$ cat config.mk
export PLATFORM = sky130hd
export DESIGN_NAME = pwm_dtgen
export DESIGN_NICKNAME = d
export VERILOG_FILES = /design/src/rtl/pwm_dtgen.sv
export SDC_FILE = /design/constraint.sdc
export NUM_CORES = 1
export LEC_CHECK = 0
export BUFFER_PORTS_ARGS = -buffer_cell sky130_fd_sc_hd__buf_2
export CAP_MARGIN = 40
export CORE_UTILIZATION = 29
export CTS_BUF_LIST = sky130_fd_sc_hd__clkbuf_4 sky130_fd_sc_hd__clkbuf_8
export CTS_CLUSTER_DIAMETER = 120
export DETAILED_ROUTE_END_ITERATION = 16
export HOLD_SLACK_MARGIN = 0.02
export PLACE_DENSITY = 0.45
export SETUP_SLACK_MARGIN = 0.4
export SYNTH_ARGS = -nofsm -noshare
export SYNTH_HDL_FRONTEND = slang
export SYNTH_SLANG_ARGS = --single-unit
$ cat constraint.sdc
create_clock -name clock -period 3.36 [get_ports clock]
set_clock_uncertainty 0.2 [all_clocks]
set_input_delay 0.672 -clock clock [delete_from_list [all_inputs] [get_ports clock]]
set_output_delay 0.672 -clock clock [all_outputs]
set_load 0.1 [all_outputs]
$ cat src/rtl/pwm_dtgen.sv
// Centre-aligned three-phase PWM with double-buffered duty and per-leg dead-time.
// Carrier is an up/down counter; duty is applied at the valley, and a latched fault forces all gates off.

package pwm_dtgen_pkg;
  localparam int unsigned DUTY_W = 18;

  typedef struct packed {
    logic clk;
    logic rstn;
    logic ce;
  } clock_t;

  typedef struct packed {
    logic [2:0][DUTY_W-1:0] data;
    logic                   val;
  } ph_data_t;

  typedef enum logic [1:0] {
    SAFE = 2'd0,
    LOW  = 2'd1,
    DEAD = 2'd2,
    HIGH = 2'd3
  } gate_state_e;
endpackage

module pwm_dtgen
  import pwm_dtgen_pkg::*;
#(
  parameter int unsigned PERIOD   = 2500,
  parameter int unsigned DEADTIME = 50,
  parameter int unsigned CW       = DUTY_W  // must equal the width of duty.data elements
) (
  input  clock_t     clock,
  input  ph_data_t   duty,
  input  logic       enable,
  input  logic       fault,
  input  logic       fault_clr,
  output logic [2:0] pwm_h,
  output logic [2:0] pwm_l,
  output logic       sync,
  output logic       fault_latched
);

  localparam int unsigned CNTW = $clog2(PERIOD + 1);
  localparam int unsigned DW   = $clog2(DEADTIME) + 1;

  logic clk, rst_n;
  logic unused_ce;
  assign clk       = clock.clk;
  assign rst_n     = clock.rstn;
  assign unused_ce = clock.ce;

  logic [CNTW-1:0]        cnt_q, cnt_d;
  logic                   up_q, up_d;
  logic                   sync_q;
  logic                   wrap;
  logic [2:0][CW-1:0]     pend_q, cmp_q;
  logic                   pend_flag_q;
  logic [2:0]             ref_q, ref_d, ref_prev_q;
  logic                   flt_q;
  logic                   gate_off;
  gate_state_e            state_q [3];
  gate_state_e            state_d [3];
  logic [DW-1:0]          dcnt_q [3];
  logic [DW-1:0]          dcnt_d [3];

  function automatic logic [CW-1:0] clamp(input logic [CW-1:0] v);
    if (v[CW-1])               return '0;
    else if (v > CW'(PERIOD))  return CW'(PERIOD);
    else                       return v;
  endfunction

  // NOTE: every signal assigned in always_comb gets a default first, so no path leaves it unassigned (no latch).
  always_comb begin
    cnt_d = cnt_q;
    up_d  = up_q;
    if (up_q) begin
      if (cnt_q == CNTW'(PERIOD - 1)) begin
        cnt_d = CNTW'(PERIOD);
        up_d  = 1'b0;
      end else begin
        cnt_d = cnt_q + 1'b1;
      end
    end else begin
      cnt_d = cnt_q - 1'b1;
      if (cnt_q == CNTW'(1)) up_d = 1'b1;
    end
  end

  // The 1 -> 0 step of the carrier: shadow load point and sync source.
  assign wrap = !up_q && (cnt_q == CNTW'(1));

  always_comb begin
    ref_d = '0;
    for (int k = 0; k < 3; k++) begin
      ref_d[k] = up_q ? (CW'(cnt_q) <  cmp_q[k])
                      : (CW'(cnt_q) <= cmp_q[k]);
    end
  end

  // NOTE: sequential state uses non-blocking assignments so all registers update from pre-edge values.
  // NOTE: pend/cmp are a handful of flops, not a RAM, so they take a defined reset value like any register.
  always_ff @(posedge clk or negedge rst_n) begin
    if (!rst_n) begin
      cnt_q       <= '0;
      up_q        <= 1'b1;
      sync_q      <= 1'b0;
      pend_q      <= '0;
      cmp_q       <= '0;
      pend_flag_q <= 1'b0;
      ref_q       <= '0;
      ref_prev_q  <= '0;
      flt_q       <= 1'b0;
    end else begin
      cnt_q      <= cnt_d;
      up_q       <= up_d;
      sync_q     <= wrap;
      ref_q      <= ref_d;
      ref_prev_q <= ref_q;
      // A strobe on the load edge wins the flag, so the new value waits one more period.
      if (duty.val) begin
        for (int k = 0; k < 3; k++) pend_q[k] <= clamp(duty.data[k]);
        pend_flag_q <= 1'b1;
      end else if (wrap) begin
        pend_flag_q <= 1'b0;
      end
      if (wrap && pend_flag_q) cmp_q <= pend_q;
      if (fault)          flt_q <= 1'b1;
      else if (fault_clr) flt_q <= 1'b0;
    end
  end

  assign gate_off = !enable || flt_q || fault;

  always_comb begin
    for (int k = 0; k < 3; k++) begin
      state_d[k] = state_q[k];
      dcnt_d[k]  = dcnt_q[k];
      if (gate_off) begin
        state_d[k] = SAFE;
      end else begin
        unique case (state_q[k])
          SAFE: begin
            state_d[k] = DEAD;
            dcnt_d[k]  = '0;
          end
          LOW: if (ref_q[k]) begin
            state_d[k] = DEAD;
            dcnt_d[k]  = '0;
          end
          HIGH: if (!ref_q[k]) begin
            state_d[k] = DEAD;
            dcnt_d[k]  = '0;
          end
          DEAD: begin
            if (ref_q[k] != ref_prev_q[k]) begin
              dcnt_d[k] = '0;
            end else if (dcnt_q[k] == DW'(DEADTIME - 1)) begin
              state_d[k] = ref_q[k] ? HIGH : LOW;
            end else begin
              dcnt_d[k] = dcnt_q[k] + 1'b1;
            end
          end
          default: state_d[k] = SAFE;
        endcase
      end
    end
  end

  always_ff @(posedge clk or negedge rst_n) begin
    if (!rst_n) begin
      for (int k = 0; k < 3; k++) begin
        state_q[k] <= SAFE;
        dcnt_q[k]  <= '0;
      end
    end else begin
      for (int k = 0; k < 3; k++) begin
        state_q[k] <= state_d[k];
        dcnt_q[k]  <= dcnt_d[k];
      end
    end
  end

  always_comb begin
    pwm_h = '0;
    pwm_l = '0;
    for (int k = 0; k < 3; k++) begin
      pwm_h[k] = (state_q[k] == HIGH);
      pwm_l[k] = (state_q[k] == LOW);
    end
  end

  assign sync          = sync_q;
  assign fault_latched = flt_q;

endmodule

After elaboration in Yosys (flattened, before gate mapping)
Index checks and enable logic that the tools add are counted.

Flip-flop bits (word level): 157. Input bits: 61. Output and inout bits: 8. Logic and storage cells: 143.

Add/subtract/negate cells: 5. $lt $le $gt $ge: 9. Eq/ne operators: 38. Mux-type cells: 54. Bitwise logic cells: 1. Reduce and logical (&&, ||, !) cells: 17.

Operators with widths (count): $mux 17 (6); $mux 7 (12); $pmux 7 s4 (3); $gt 18x12->1 const B (3); $le 12x18->1 (3); $lt 12x18->1 (3); $mux 2 (18); $ne 3x3->1 const B (9); $mux 12 (2); $pmux 2 s4 (3); $reduce_and 4->1 (6); $add 7x1->7 const B (3); $eq 7x6->1 const B (3); $add 12x1->12 const B (1); $eq 12x1->1 const B (1); $eq 12x12->1 const B (1); $eq 2x2->1 const B (6); $sub 12x1->12 const B (1); $mux 1 (10); $ne 3x1->1 const B (3); $ne 3x2->1 const B (3); $eq 2x1->1 const B (3); $logic_not 2->1 (3); $ne 2x1->1 const B (3); other kinds (7) (15).

Logic depth before layout (Yosys ltp)
Depth in word-level cells: 5. Depth in mapped cells: 8. Mapped depth without buffers: 7.

Worst setup path after synthesis
OpenSTA, ideal clock, no wires.

Path kind: register to register. Start: reg state_q[5] in the netlist's numbering. End: reg dcnt_q[20] in the netlist's numbering. Library setup time: 0.095 ns. Data arrival time: 2.542 ns. Data required time: 3.065 ns. Setup slack: 0.522 ns. Stages on the path, launching flop included: 7. Buffers on the path: 1. Period minus slack after synthesis: 2.838 ns. Path through: dfrtp_1 -> nor2b_1 -> nor2b_1 -> or4_1 -> clkbuf_1 -> o21ai_0 -> o31ai_1.

Cells in the longest elaborated chain, start to end: 3. Elaborated cells on any way between the ends: 9. Classes of those cells: 6 x eq/ne; 1 x mux; 2 x reduce/logical.

RTL lines: from (decl) (line 62) `gate_state_e state_q [3];`; from (signal, indexed assignment) (line 178) `state_q[k] <= state_d[k];`; $eq 2x1->1 (*); net pwm_l[0] (line 39) `output logic [2:0] pwm_l,`; $ne 2x1->1 (no line); $reduce_and 4->1 (no line); to (signal, indexed assignment) (line 179) `dcnt_q[k] <= dcnt_d[k];`; to (decl) (line 64) `logic [DW-1:0] dcnt_q [3];`.

Mark *: on every way through the listed nets, which the timed path passes. The rest lies on a longest branch. A chain may end at the register's enable or synchronous reset.

Final worst setup path
Start: reg cnt_q[6]. End: reg cmp_q[37] in the netlist's numbering.

Cells in the longest elaborated chain, start to end: 3.

RTL lines: from (decl) (line 53) `logic [CNTW-1:0] cnt_q, cnt_d;`; from (signal assigned) (line 115) `cnt_q <= cnt_d;`; $eq 12x1->1 (line 91) `assign wrap = !up_q && (cnt_q == CNTW'(1));`; $logic_and 1x1->1 (line 91); net wrap (line 56) `logic wrap;`; $logic_and 1x1->1 (line 127) `if (wrap && pend_flag_q) cmp_q <= pend_q;`; to (signal assigned) (line 127); to (decl) (line 57) `logic [2:0][CW-1:0] pend_q, cmp_q;`.

The timed path passes the listed nets, and every way through them passes these cells.

==> results_dict.tcl <==
set metrics [dict create \
    ys_ff_latch 151 \
    clk_latency_ps 460 \
    first_global_vias 5967 \
    max_freq_mhz 388 \
    dp_hpwl_um 10900 \
    fin_crit_ps 2570 \
    die_h_um 164 \
    yosys.area.top_type "dfrtp_1" \
    r2r_cells 7 \
    drc_errors 0 \
    pwr-share-seq 0.347 \
    ir_drop_uv 308 \
    num_vias 5452 \
    die_w_um 164 \
    syn_to_final_growth_pct 20.8 \
    synth_ff_type "dfrtp_1" \
    slew_headroom 0.556 \
    clkPwrFrac 0.627 \
    worstSetupPathType "reg -> reg" \
    yosys-top-cells-area "dfrtp_1 49%, ha_1 7.4%, mux2_2 4.6%" \
    async_flop_share 1.00 \
    max_cap_violations 0 \
    antenna_cells 0 \
    worstMarginPinSlew_ps 659 \
    path_clk_slew_ps 100 \
    cts_tree "done" \
    syn_nets 825 \
    drive_above_1_share 0.226 \
    outcome "finished with violations" \
    synth-edff-count 0 \
    wire_per_inst_um 14.6 \
    start_util 0.299 \
    grt_pass1_wl_um 28600 \
    pin_count 69 \
    whs_ps -544 \
    nets 915 \
    rsz0062_at_grt "false" \
    netlist_instances 719 \
    synth-seq-area-share 0.497 \
    crit_fanout 21 \
    setup_tns_ps 0 \
    p_comb_frac 0.026 \
    die_area_mm2 0.0269 \
    worstPathArrival_ps 2710 \
    overflow 0 \
    p_int_mw 3.33 \
    ant_nets 0 \
    viasPerCell 4.68 \
    antenna_found_initial 0 \
    crit_required_ps 3500 \
    finalNonFillerCells 1166 \
    hp-class "clk -> async" \
    finalCritPeriodShare 0.766 \
    drv_slew 0 \
    use_met2 0.190 \
    use_met1 0.167 \
    synth_area_mm2 0.00761 \
    synth_cell_types 62 \
    power_switching_mw 1.89 \
    fp.coreArea_mm2 0.0255 \
    top_usage_layer "met2" \
    grt_util_all_layers 0.145 \
    rows 58 \
    gp_congestion 0.746 \
    violations "negative hold slack" \
    portBuffers 66 \
    synth_top_area_frac 0.494 \
    dpl.cell_count 1100 \
    met3_usage 0.0889 \
    dr.pass1.iters 4 \
    ys_warn_count 0 \
    wl_um 17100 \
    setup_violations 0 \
    p_per_area_mw_per_mm2 568 \
    synth.avg_cell_area_um2 10.6 \
    drt_iter0_markers 304 \
    leakage_nw 4.61 \
    switching_share 0.362 \
    end_kind "register" \
    post-route-util 0.361 \
    finalHoldViolations 151 \
    cp-start-kind "register" \
    hold_buffers 0 \
    grt_max_degree 43 \
]
[layout by cell type (no fill, tap or decap), types with 5 or more instances in the layout]
cell | synthesis | routed
dfrtp_1 | 150 | 150
inv_1 | 69 | 69
buf_2 | 1 | 66
ha_1 | 45 | 45
nand2_1 | 42 | 42
o21ai_0 | 36 | 36
clkbuf_8 | 0 | 35
nor2_1 | 32 | 32
mux2_2 | 31 | 31
nor2b_1 | 28 | 28
a21oi_1 | 25 | 25
mux2i_1 | 23 | 23
o22ai_1 | 19 | 19
nand3_1 | 15 | 15
nor3_1 | 12 | 12
buf_4 | 0 | 12
nand4_1 | 10 | 10
nand2b_1 | 10 | 10
xor2_1 | 9 | 9
nor4_1 | 9 | 9
a21o_1 | 9 | 9
and3_1 | 8 | 8
a22o_1 | 8 | 8
inv_6 | 0 | 8
and4_1 | 7 | 7
nand3b_1 | 7 | 7
and2_1 | 7 | 7
o31ai_1 | 7 | 7
xnor2_1 | 6 | 6
or2_2 | 6 | 6
a31oi_1 | 5 | 5
bufinv_16 | 0 | 5
clkinv_4 | 0 | 5
inv_8 | 0 | 5
[flip-flops by register name, indices dropped and copies added (netlist names)]
| register | flops |
|---|---|
| ref_q | 3 |
| fault_latched | 1 |
| up_q | 1 |
| state_q | 6 |
| pend_q | 51 |
| cnt_q | 12 |
| ref_prev_q | 3 |
| pend_flag_q | 1 |
| sync | 1 |
| cmp_q | 51 |
| dcnt_q | 21 |
[worst max-delay path, cell delays in order, from the launching register on]
cell     delay (ps)
dfrtp_1         380
or4_1           580
or3_4           390
nor4_4          130
buf_4           220
nand2_8         150
buf_4           260
mux2i_1         140
[power by group through the flow]
| stage | Sequential (mW) | Combinational, mW | Clock, mW |
|---|---|---|---|
| 6_report | 1.81 | 0.136 | 3.27 |
| 5_1_grt | 1.82 | 0.157 | 3.68 |
| 3_3_place_gp | 1.86 | 0.137 | 0 |
| 3_5_place_dp | 1.86 | 0.138 | 0 |
| 2_1_floorplan | 1.86 | 0.0696 | 0 |
| 4_1_cts | 1.81 | 0.138 | 3.51 |
[per-stage QoR]
| step | power [mW] | area [um^2] | setup slack [ps] | hold slack (ps) |
|---|---|---|---|---|
| 2_1_floorplan | 1.93 | 7610 | 522 | -496 |
| 3_3_place_gp | 2.00 | 8300 | 418 | -496 |
| 3_5_place_dp | 2.00 | 8300 | 373 | -496 |
| 4_1_cts | 5.46 | 9160 | 465 | -555 |
| 5_1_grt | 5.65 | 9190 | 639 | -539 |
| 6_report | 5.22 | 9190 | 785 | -544 |
[cell families (layout without fill, tap and decap cells)]
group / after synthesis / after routing / share of synthesized area
multiplexers: 56 / 56 / 0.0796
XOR/XNOR: 15 / 15 / 0.0173
flip-flops: 151 / 151 / 0.497
adder cells (fa/ha/maj): 45 / 45 / 0.0740
AND/OR/NAND/NOR: 217 / 218 / 0.162
AO/OA/AOI/OAI: 140 / 140 / 0.119
buffers and inverters: 95 / 211 / 0.0510
[worst paths after layout]
path                                  to  slack (ps)  startpoint
setup / recovery               cmp_q[37]         790    cnt_q[6]
hold / removal                 cmp_q[20]        -540    clock[1]
setup reg to reg               cmp_q[37]         790    cnt_q[6]
hold reg to reg               dcnt_q[20]         290  dcnt_q[20]
max in group asynchronous           up_q        3280    clock[1]
min in group clock         fault_latched         200       fault
[cell usage after synthesis, types with 6 or more instances]
| master | number |
|---|---|
| and4_1 | 7 |
| nand3_1 | 15 |
| nand2b_1 | 10 |
| or2_2 | 6 |
| o31ai_1 | 7 |
| dfrtp_1 | 150 |
| nor2_1 | 32 |
| a22o_1 | 8 |
| mux2i_1 | 23 |
| and3_1 | 8 |
| o21ai_0 | 36 |
| mux2_2 | 31 |
| clkbuf_1 | 20 |
| xnor2_1 | 6 |
| xor2_1 | 9 |
| o22ai_1 | 19 |
| ha_1 | 45 |
| nand2_1 | 42 |
| nor4_1 | 9 |
| nand4_1 | 10 |
| nor3_1 | 12 |
| inv_1 | 69 |
| a21o_1 | 9 |
| nand3b_1 | 7 |
| nor2b_1 | 28 |
| and2_1 | 7 |
| a21oi_1 | 25 |
[what timing repair did]
action	4_1_cts	5_1_grt
gates cloned	0	1
setup endpoints to repair	11	11
gates resized for setup	1	0
pin swaps	0	2
setup buffers	0	2
[layer usage]
metal,vias to the layer above,share of wire
met1,2564,0.50
li1,2754,-
met5,-,0
met3,23,0.047
met4,0,0.024
met2,111,0.43
[area by class of cell]
cell class	count	area, um^2
Fill cell	2560	16300
Sequential cell	151	3780
Multi-Input combinational cell	474	3460
Clock buffer	35	482
Timing Repair Buffer	78	420
Tap cell	330	413
Clock inverter	28	373
Inverter	70	263
Note: power is estimated with default switching activity, not from simulation.
